### src/rtl/barrel_shift_l_pipe_pkg.sv
// Shared constants and stage record for the pipelined left barrel shifter.
package shift_pkg;

  localparam int SHIFT_W      = 32;
  localparam int SHIFT_AMNT_W = 5;

  localparam logic SHIFT_LOGICAL = 1'b0;
  localparam logic SHIFT_ROTATE  = 1'b1;

  typedef struct packed {
    logic                    valid;
    logic [SHIFT_W-1:0]      data;
    logic [SHIFT_AMNT_W-1:0] amnt;
    logic                    rot;
  } shift_stage_t;

endpackage

### src/rtl/barrel_shift_l_pipe_if.sv
// Streaming handshake bundle: producer-side word in, consumer-side result out.
interface barrel_shift_l_pipe_if
  import shift_pkg::*;
#(
  parameter int WIDTH  = SHIFT_W,
  parameter int AMNT_W = $clog2(WIDTH)
);

  logic              in_valid;
  logic              in_ready;
  logic [WIDTH-1:0]  shift_str;
  logic [AMNT_W-1:0] shift_amnt;
  logic              rotate;
  logic              out_valid;
  logic              out_ready;
  logic [WIDTH-1:0]  shifted_str;

  // master drives words in and consumes results; slave is the shifter
  modport master (
    output in_valid, shift_str, shift_amnt, rotate, out_ready,
    input  in_ready, out_valid, shifted_str
  );

  modport slave (
    input  in_valid, shift_str, shift_amnt, rotate, out_ready,
    output in_ready, out_valid, shifted_str
  );

endinterface

### src/rtl/barrel_shift_l_pipe_stage.sv
// One registered shifter stage: conditionally shifts by a fixed 2^K and holds under stall.
module shift_l_stage
  import shift_pkg::*;
#(
  parameter int WIDTH  = SHIFT_W,
  parameter int AMNT_W = $clog2(WIDTH),
  parameter int K      = 0
) (
  input  logic              clk,
  input  logic              rst,
  input  logic              up_valid,
  input  logic [WIDTH-1:0]  up_data,
  input  logic [AMNT_W-1:0] up_amnt,
  input  logic              up_rot,
  input  logic              dn_adv,
  output logic              valid,
  output logic [WIDTH-1:0]  data,
  output logic [AMNT_W-1:0] amnt,
  output logic              rot
);

  localparam int S = 2 ** K;

  logic [WIDTH-1:0] shl, wrap, nxt;
  logic             adv;

  assign shl  = up_data << S;
  assign wrap = up_data >> (WIDTH - S);
  assign nxt  = up_amnt[K] ? (shl | ((up_rot == SHIFT_ROTATE) ? wrap : '0)) : up_data;

  // empty slot or a downstream that will move both let this stage load
  assign adv = ~valid | dn_adv;

  always_ff @(posedge clk) begin
    if (rst) begin
      valid <= 1'b0;
      data  <= '0;
      amnt  <= '0;
      rot   <= 1'b0;
    end else if (adv) begin
      valid <= up_valid;
      if (up_valid) begin
        data <= nxt;
        amnt <= up_amnt;
        rot  <= up_rot;
      end
    end
  end

endmodule

### src/rtl/barrel_shift_l_pipe.sv
// Pipelined left barrel shifter (logical / rotate), one amount bit resolved per stage.
module barrel_shift_l_pipe
  import shift_pkg::*;
#(
  parameter int WIDTH  = SHIFT_W,
  parameter int AMNT_W = $clog2(WIDTH)
) (
  input  logic                  clk,
  input  logic                  rst,
  barrel_shift_l_pipe_if.slave  bus
);

  logic [AMNT_W-1:0]             vld_pipe;
  logic [AMNT_W-1:0][WIDTH-1:0]  data_pipe;
  logic [AMNT_W-1:0][AMNT_W-1:0] amnt_pipe;
  logic [AMNT_W-1:0]             rot_pipe;

  // Stage 0 can load unless every stage is full and the consumer is stalling;
  // no transfer is offered while reset is being applied.
  assign bus.in_ready    = (~(&vld_pipe) | bus.out_ready) & ~rst;
  assign bus.out_valid   = vld_pipe[AMNT_W-1];
  assign bus.shifted_str = data_pipe[AMNT_W-1];

  for (genvar k = 0; k < AMNT_W; k++) begin : g_stage
    logic              up_valid;
    logic [WIDTH-1:0]  up_data;
    logic [AMNT_W-1:0] up_amnt;
    logic              up_rot;
    logic              dn_adv;

    if (k == 0) begin : g_first
      assign up_valid = bus.in_valid;
      assign up_data  = bus.shift_str;
      assign up_amnt  = bus.shift_amnt;
      assign up_rot   = bus.rotate;
    end else begin : g_chain
      assign up_valid = vld_pipe[k-1];
      assign up_data  = data_pipe[k-1];
      assign up_amnt  = amnt_pipe[k-1];
      assign up_rot   = rot_pipe[k-1];
    end

    // closed form of the recursive advance chain: any bubble downstream frees a slot
    if (k == AMNT_W-1) begin : g_tail
      assign dn_adv = bus.out_ready;
    end else begin : g_body
      assign dn_adv = bus.out_ready | ~(&vld_pipe[AMNT_W-1:k+1]);
    end

    shift_l_stage #(
      .WIDTH  (WIDTH),
      .AMNT_W (AMNT_W),
      .K      (k)
    ) u_stage (
      .clk      (clk),
      .rst      (rst),
      .up_valid (up_valid),
      .up_data  (up_data),
      .up_amnt  (up_amnt),
      .up_rot   (up_rot),
      .dn_adv   (dn_adv),
      .valid    (vld_pipe[k]),
      .data     (data_pipe[k]),
      .amnt     (amnt_pipe[k]),
      .rot      (rot_pipe[k])
    );
  end

  // amount and mode of the last stage travel for debug visibility only
  logic unused_tail;
  assign unused_tail = ^{amnt_pipe[AMNT_W-1], rot_pipe[AMNT_W-1]};

endmodule

### src/flat_wrapper.sv
// flat-port wrapper written by rule: the top's interface ports become plain ports
module barrel_shift_l_pipe_flat import shift_pkg::*;
#(
  parameter int WIDTH  = SHIFT_W,
  parameter int AMNT_W = $clog2(WIDTH)
)
  (clk, rst, bus_in_valid, bus_shift_str, bus_shift_amnt, bus_rotate, bus_out_ready, bus_in_ready, bus_out_valid, bus_shifted_str);
  barrel_shift_l_pipe_if #(.WIDTH(WIDTH), .AMNT_W(AMNT_W)) bus_i ();
  input  logic clk;
  input  logic rst;
  input wire logic [$bits(bus_i.in_valid)-1:0] bus_in_valid;
  input wire logic [$bits(bus_i.shift_str)-1:0] bus_shift_str;
  input wire logic [$bits(bus_i.shift_amnt)-1:0] bus_shift_amnt;
  input wire logic [$bits(bus_i.rotate)-1:0] bus_rotate;
  input wire logic [$bits(bus_i.out_ready)-1:0] bus_out_ready;
  output wire logic [$bits(bus_i.in_ready)-1:0] bus_in_ready;
  output wire logic [$bits(bus_i.out_valid)-1:0] bus_out_valid;
  output wire logic [$bits(bus_i.shifted_str)-1:0] bus_shifted_str;
  assign bus_i.in_valid = bus_in_valid;
  assign bus_i.shift_str = bus_shift_str;
  assign bus_i.shift_amnt = bus_shift_amnt;
  assign bus_i.rotate = bus_rotate;
  assign bus_i.out_ready = bus_out_ready;
  assign bus_in_ready = bus_i.in_ready;
  assign bus_out_valid = bus_i.out_valid;
  assign bus_shifted_str = bus_i.shifted_str;
  barrel_shift_l_pipe #(.WIDTH(WIDTH), .AMNT_W(AMNT_W)) u_core (.clk(clk), .rst(rst), .bus(bus_i));
endmodule
### config.mk
export PLATFORM = sky130hd
export DESIGN_NAME = barrel_shift_l_pipe_flat
export DESIGN_NICKNAME = d
export VERILOG_FILES = /design/src/rtl/barrel_shift_l_pipe_pkg.sv /design/src/rtl/barrel_shift_l_pipe_if.sv /design/src/rtl/barrel_shift_l_pipe_stage.sv /design/src/rtl/barrel_shift_l_pipe.sv /design/src/flat_wrapper.sv
export SDC_FILE = /design/constraint.sdc
export NUM_CORES = 1
export LEC_CHECK = 0
export BUFFER_PORTS_ARGS = -buffer_cell sky130_fd_sc_hd__clkbuf_2
export CORE_MARGIN = 2
export CORE_UTILIZATION = 57
export CTS_BUF_LIST = sky130_fd_sc_hd__clkbuf_4 sky130_fd_sc_hd__clkbuf_8
export DETAILED_ROUTE_END_ITERATION = 6
export MAX_ROUTING_LAYER = met4
export PLACE_DENSITY = 0.84
export SETUP_SLACK_MARGIN = 0.05
export SLEW_MARGIN = 20
export SYNTH_ARGS = -nofsm -noshare
export SYNTH_HDL_FRONTEND = slang
export SYNTH_HIERARCHICAL = 1
export SYNTH_SLANG_ARGS = --single-unit
### constraint.sdc
create_clock -name clk -period 1.4 [get_ports clk]
set_input_delay 0.14 -clock clk [delete_from_list [all_inputs] [get_ports clk]]
set_output_delay 0.14 -clock clk [all_outputs]
set_load 0.05 [all_outputs]
=== Word level (Yosys, flattened, before mapping) ===
Cells that the tools add are included.

* Register bits after elaboration: 189
* Output and inout bits: 34
* Word-level logic and storage cells: 62

* Multiplexer cells: 10
* Bitwise gates (word level): 25
* Reductions and logical operators: 9

{| class="wikitable"
|+ Operator list
! cell !! count
|-
| $mux 32 || 5
|-
| $or 32x1->32 || 1
|-
| $or 32x16->32 || 1
|-
| $or 32x2->32 || 1
|-
| $or 32x4->32 || 1
|-
| $or 32x8->32 || 1
|-
| $mux 16 || 1
|-
| $reduce_and 2->1 || 6
|-
| $not 1->1 || 10
|-
| $or 1x1->1 || 9
|-
| $mux 8 || 1
|-
| $reduce_and 5->1 || 1
|-
| $mux 4 || 1
|-
| $reduce_and 4->1 || 1
|-
| $reduce_and 3->1 || 1
|-
| $mux 2 || 1
|-
| $and 1x1->1 || 1
|-
| $mux 1 || 1
|}

=== Longest topological paths before layout ===
* Depth in word-level cells: 5
* Mapped depth: 7
* Mapped depth without buffers: 5

=== Hierarchy ===
The synthesis kept the hierarchy.

{| class="wikitable"
|+ By module, submodules not included
! module !! instances !! cells each !! area each (um^2)
|-
| shift_l_stage (u_core.g_stage[2].u_stage) || 1 || 181 || 1,969.4
|-
| shift_l_stage (u_core.g_stage[3].u_stage) || 1 || 187 || 1,965.6
|-
| shift_l_stage (u_core.g_stage[1].u_stage) || 1 || 179 || 1,958.1
|-
| shift_l_stage (u_core.g_stage[0].u_stage) || 1 || 178 || 1,949.4
|-
| shift_l_stage (u_core.g_stage[4].u_stage) || 1 || 196 || 1,875.5
|-
| barrel_shift_l_pipe || 1 || 7 || 40.0
|}

=== Worst setup path after synthesis ===
Ideal clock, no wire load.

* Path kind: flip-flop to flip-flop
* From: register u_core.g_stage[4].u_stage.valid
* To: register u_core.g_stage[0].u_stage.data[12]
* Arrival time: 1.637 ns
* Required time: 1.254 ns
* Slack: -0.383 ns
* Stages on the path, launching flop included: 8
* Buffers on the path: 2
* Period minus slack after synthesis: 1.783 ns
* Cells stage by stage: dfxtp_1 > and4b_1 > nand2_1 > nand2b_4 > buf_6 > buf_6 > a21oi_1 > a211oi_2

* Cells in the longest elaborated chain, start to end: 5

{| class="wikitable"
|+ Ends and longest elaborated chain
! item !! line !! text
|-
| from (decl) || barrel_shift_l_pipe_stage.sv:16 || <nowiki>output logic valid,</nowiki>
|-
| from (signal assigned) || barrel_shift_l_pipe_stage.sv:41 || <nowiki>valid <= up_valid;</nowiki>
|-
| $reduce_and 4->1 || barrel_shift_l_pipe.sv:47 || <nowiki>assign dn_adv = bus.out_ready | ~(&vld_pipe[AMNT_W-1:k+1]);</nowiki>
|-
| $not 1->1 || barrel_shift_l_pipe.sv:47 ||
|-
| $or 1x1->1 || barrel_shift_l_pipe.sv:47 ||
|-
| via u_core.g_stage[0].dn_adv || barrel_shift_l_pipe.sv:29 || <nowiki>logic dn_adv;</nowiki>
|-
| $or 1x1->1 || barrel_shift_l_pipe_stage.sv:32 || <nowiki>assign adv = ~valid | dn_adv;</nowiki>
|-
| $reduce_and 2->1 (no source line) || - ||
|-
| to (signal assigned) || barrel_shift_l_pipe_stage.sv:43 || <nowiki>data <= nxt;</nowiki>
|-
| to (decl) || barrel_shift_l_pipe_stage.sv:17 || <nowiki>output logic [WIDTH-1:0] data,</nowiki>
|}

The timed path passes the listed nets, and every way through them passes these cells.
A chain may end at the register's enable or synchronous reset.

=== Worst setup path in the final report ===
* From: register u_core.g_stage[3].u_stage.valid
* To: output port bus_in_ready

* Cells in the longest elaborated chain, start to end: 4

{| class="wikitable"
|+ Ends and longest elaborated chain
! item !! line !! text
|-
| from (decl) || barrel_shift_l_pipe_stage.sv:16 ||
|-
| from (signal assigned) || barrel_shift_l_pipe_stage.sv:41 ||
|-
| $reduce_and 5->1 || barrel_shift_l_pipe.sv:20 || <nowiki>assign bus.in_ready = (~(&vld_pipe) | bus.out_ready) & ~rst;</nowiki>
|-
| $not 1->1 || barrel_shift_l_pipe.sv:20 ||
|-
| $or 1x1->1 || barrel_shift_l_pipe.sv:20 ||
|-
| $and 1x1->1 || barrel_shift_l_pipe.sv:20 ||
|-
| to (decl) || flat_wrapper.sv:16 || <nowiki>output wire logic [$bits(bus_i.in_ready)-1:0] bus_in_ready;</nowiki>
|}

Every way passes these cells.

==> reports/qor.yml <==
status:
  outcome: "finished, violations left"
  violations: "negative setup slack"
timing:
  finalSetupViolations: 139
  finalHoldViolations: 0
  clock_skew_ns: 0.0105
  slew_violations: 0
  rsz0062_at_grt: "yes"
  min_period_over_period: 1.17
  final.min_clock_period_ns: 1.64
  worstMarginPinSlew_ns: 0.439
  finalWorstSetupSlack_ns: -0.236
  slew_headroom: 0.707
  fmax_mhz: 611
place:
  gp_congestion: 0.793
  dpl.cell_count: 1105
  dp_hpwl_mm: 13.7
  place.port_buffers: 75
setup_path:
  path_cells: "and4b_2 -> buf_6 -> a31oi_4 -> buf_12"
  critPathMaxFanout: 3
  cp.required_ns: 1.26
  start_kind: "flop"
  max_stage_delay_ns: 0.33
  slowest_stage: "dfxtp_2"
  r2r_start: "u_core/g_stage[3].u_stage/valid"
  critPathKind: "flop to primary output"
  critPathTopFamily: "flip-flops"
  reg2reg_slack_ns: -0.22
  reg2reg_to: "u_core/g_stage[0].u_stage/data[9]"
  cp.buffers_inverters: 2
  endpoint_kind: "primary output"
  reg2reg_depth: 7
  arrival_ns: 1.50
routing:
  drtIter0Drc: 595
  routed_wirelength_mm: 22.8
  vias: 7144
  first_pass_iters: 5
  route.detailed.vias_per_inst: 6.11
  wl_per_cell_um: 19.5
  postRouteAntennaNets: 0
  drc: 0
logic_synthesis:
  syn-cell-area_sq_um: 9200
  ys_warn_count: 6
  synth_cells: 864
  syn_nets: 906
  syn_area_per_cell_sq_um: 10.6
clocking:
  cts_tree: "done"
  cts_max_level: 4
  clock_path_buffers: 2
  cts.reportedPaths.clkPinSlew_ns: 0.09
  clk_latency_ns: 0.47
  cts_sinks: 179
  cts_inserted_buffers: 17
  cts.root.buffer_cell: "clkbuf_8"
worst_hold_path:
  min_from: "bus_shift_str[20]"
  min_path_cells: 3
  hold_end: "u_core/g_stage[0].u_stage/data[20]"
  hold_path_class: "primary input to flop"
floorplan:
  fp.dieW_um: 131
  row_count: 46
  start_util: 0.581
  core_area_sq_um: 15800
  die_h_um: 131
  fp.dieArea_sq_um: 17200
  io_pins: 76
global_route:
  grt_pass1_vias: 6956
  overflow: 0
  antenna_found_initial: 0
  grt_use_total: 0.280
  grt_max_degree: 57
  grt_pass1_wl_mm: 36.4
power:
  power_density_nw_per_um2: 970
  ir_drop_mv: 0.887
  power.leakage_nw: 3.66
finish:
  antenna_cells: 0
  drive_gt1_frac: 0.422
  fin_nets: 983
  final_core_util: 0.696
  stdcell_count: 1169
  area_growth_pct: 19.8
job:
  maxCapViolations: 0
-- state kept, by name (all words and copies together) (netlist names) --
register / cells
u_core/g_stage.u_stage/data: 160
u_core/g_stage.u_stage/amnt: 10
u_core/g_stage.u_stage/valid: 5
u_core/g_stage.u_stage/rot: 4
-- cell type report --
type	instances	area (sq um)
Sequential cell	179	3590
Multi-Input combinational cell	579	5100
Fill cell	1090	4810
Inverter	7	26.3
Tap cell	216	270
Timing Repair Buffer	157	1640
Clock buffer	21	283
Clock inverter	10	108
-- cell usage in the layout (no fill, tap or decap), types with 2 or more instances in the layout --
cell	count
a21oi_2	54
a21oi_4	5
dfxtp_1	175
dfxtp_2	3
inv_2	2
inv_1	5
nand3_1	26
nand2b_1	16
nor2_4	4
a211oi_1	21
and2b_4	4
a211oi_2	123
nand3_2	2
buf_12	27
a311oi_2	12
clkinv_2	5
clkbuf_8	21
nor2b_1	16
clkbuf_2	72
o21ai_1	6
buf_6	14
nand2b_4	4
o21ai_0	8
buf_4	24
a21oi_1	136
dlygate4sd3_1	7
clkinvlp_4	3
mux2i_1	129
clkbuf_16	3
bufinv_16	2
a311oi_1	3
buf_16	7
-- metal layers --
metal | GRT usage | part of all wire
met1 | 0.337 | 0.43
met2 | 0.466 | 0.50
met3 | 0.0603 | 0.044
met4 | 0.0964 | 0.024
met5 | - | 0
-- what timing repair did --
item / 4_1_cts / 5_1_grt
pin swaps: 26 / 12
buffers inserted: 12 / 4
gates resized for setup: 32 / 40
hold buffers: 7 / 0
cloned: 11 / 2
setup endpoints to repair: 173 / 179
hold endpoints to repair: 6 / 0
-- worst max-delay path by stage --
stage               cells after the start  slack [ns]                            endpoint                       startpoint
global placement                        6       -0.15   u_core/g_stage[2].u_stage/data[0]  u_core/g_stage[3].u_stage/valid
detailed placement                      6       -0.22   u_core/g_stage[2].u_stage/data[7]  u_core/g_stage[3].u_stage/valid
CTS                                     4       -0.25                        bus_in_ready  u_core/g_stage[3].u_stage/valid
finish                                  4       -0.24                        bus_in_ready  u_core/g_stage[3].u_stage/valid
global route                            4       -0.30                        bus_in_ready  u_core/g_stage[3].u_stage/valid
floorplan                               7       -0.09  u_core/g_stage[0].u_stage/data[12]  u_core/g_stage[4].u_stage/valid
-- through the flow --
step	hold slack (ns)	power, mW	setup TNS (ns)	instance area [sq um]	setup WS, ns
3_5_place_dp	0.403	7.05	-12.04	9880	-0.218
3_3_place_gp	0.394	7.01	-7.53	9880	-0.147
2_1_floorplan	0.288	6.71	-4.03	9370	-0.0855
4_1_cts	0.00904	10.6	-21.34	10900	-0.253
5_1_grt	0.0283	11.1	-24.95	11000	-0.297
6_report	0.0441	10.7	-16.49	11000	-0.236
-- report_power, final --
group / total (mW) / internal [mW] / switching [mW]
Clock: 3.54 / 1.72 / 1.82
Sequential: 5.57 / 5.33 / 0.240
Combinational: 1.56 / 0.675 / 0.887
-- worst reg2reg max path: stages, from the launching register on --
cell and delay (ns):
dfxtp_2 0.34, and4b_2 0.29, nand2_1 0.10, and2b_4 0.28
nor2_4 0.05, buf_4 0.15, buf_12 0.14, a211oi_2 0.20
Note: power is estimated with default switching activity, not from simulation.
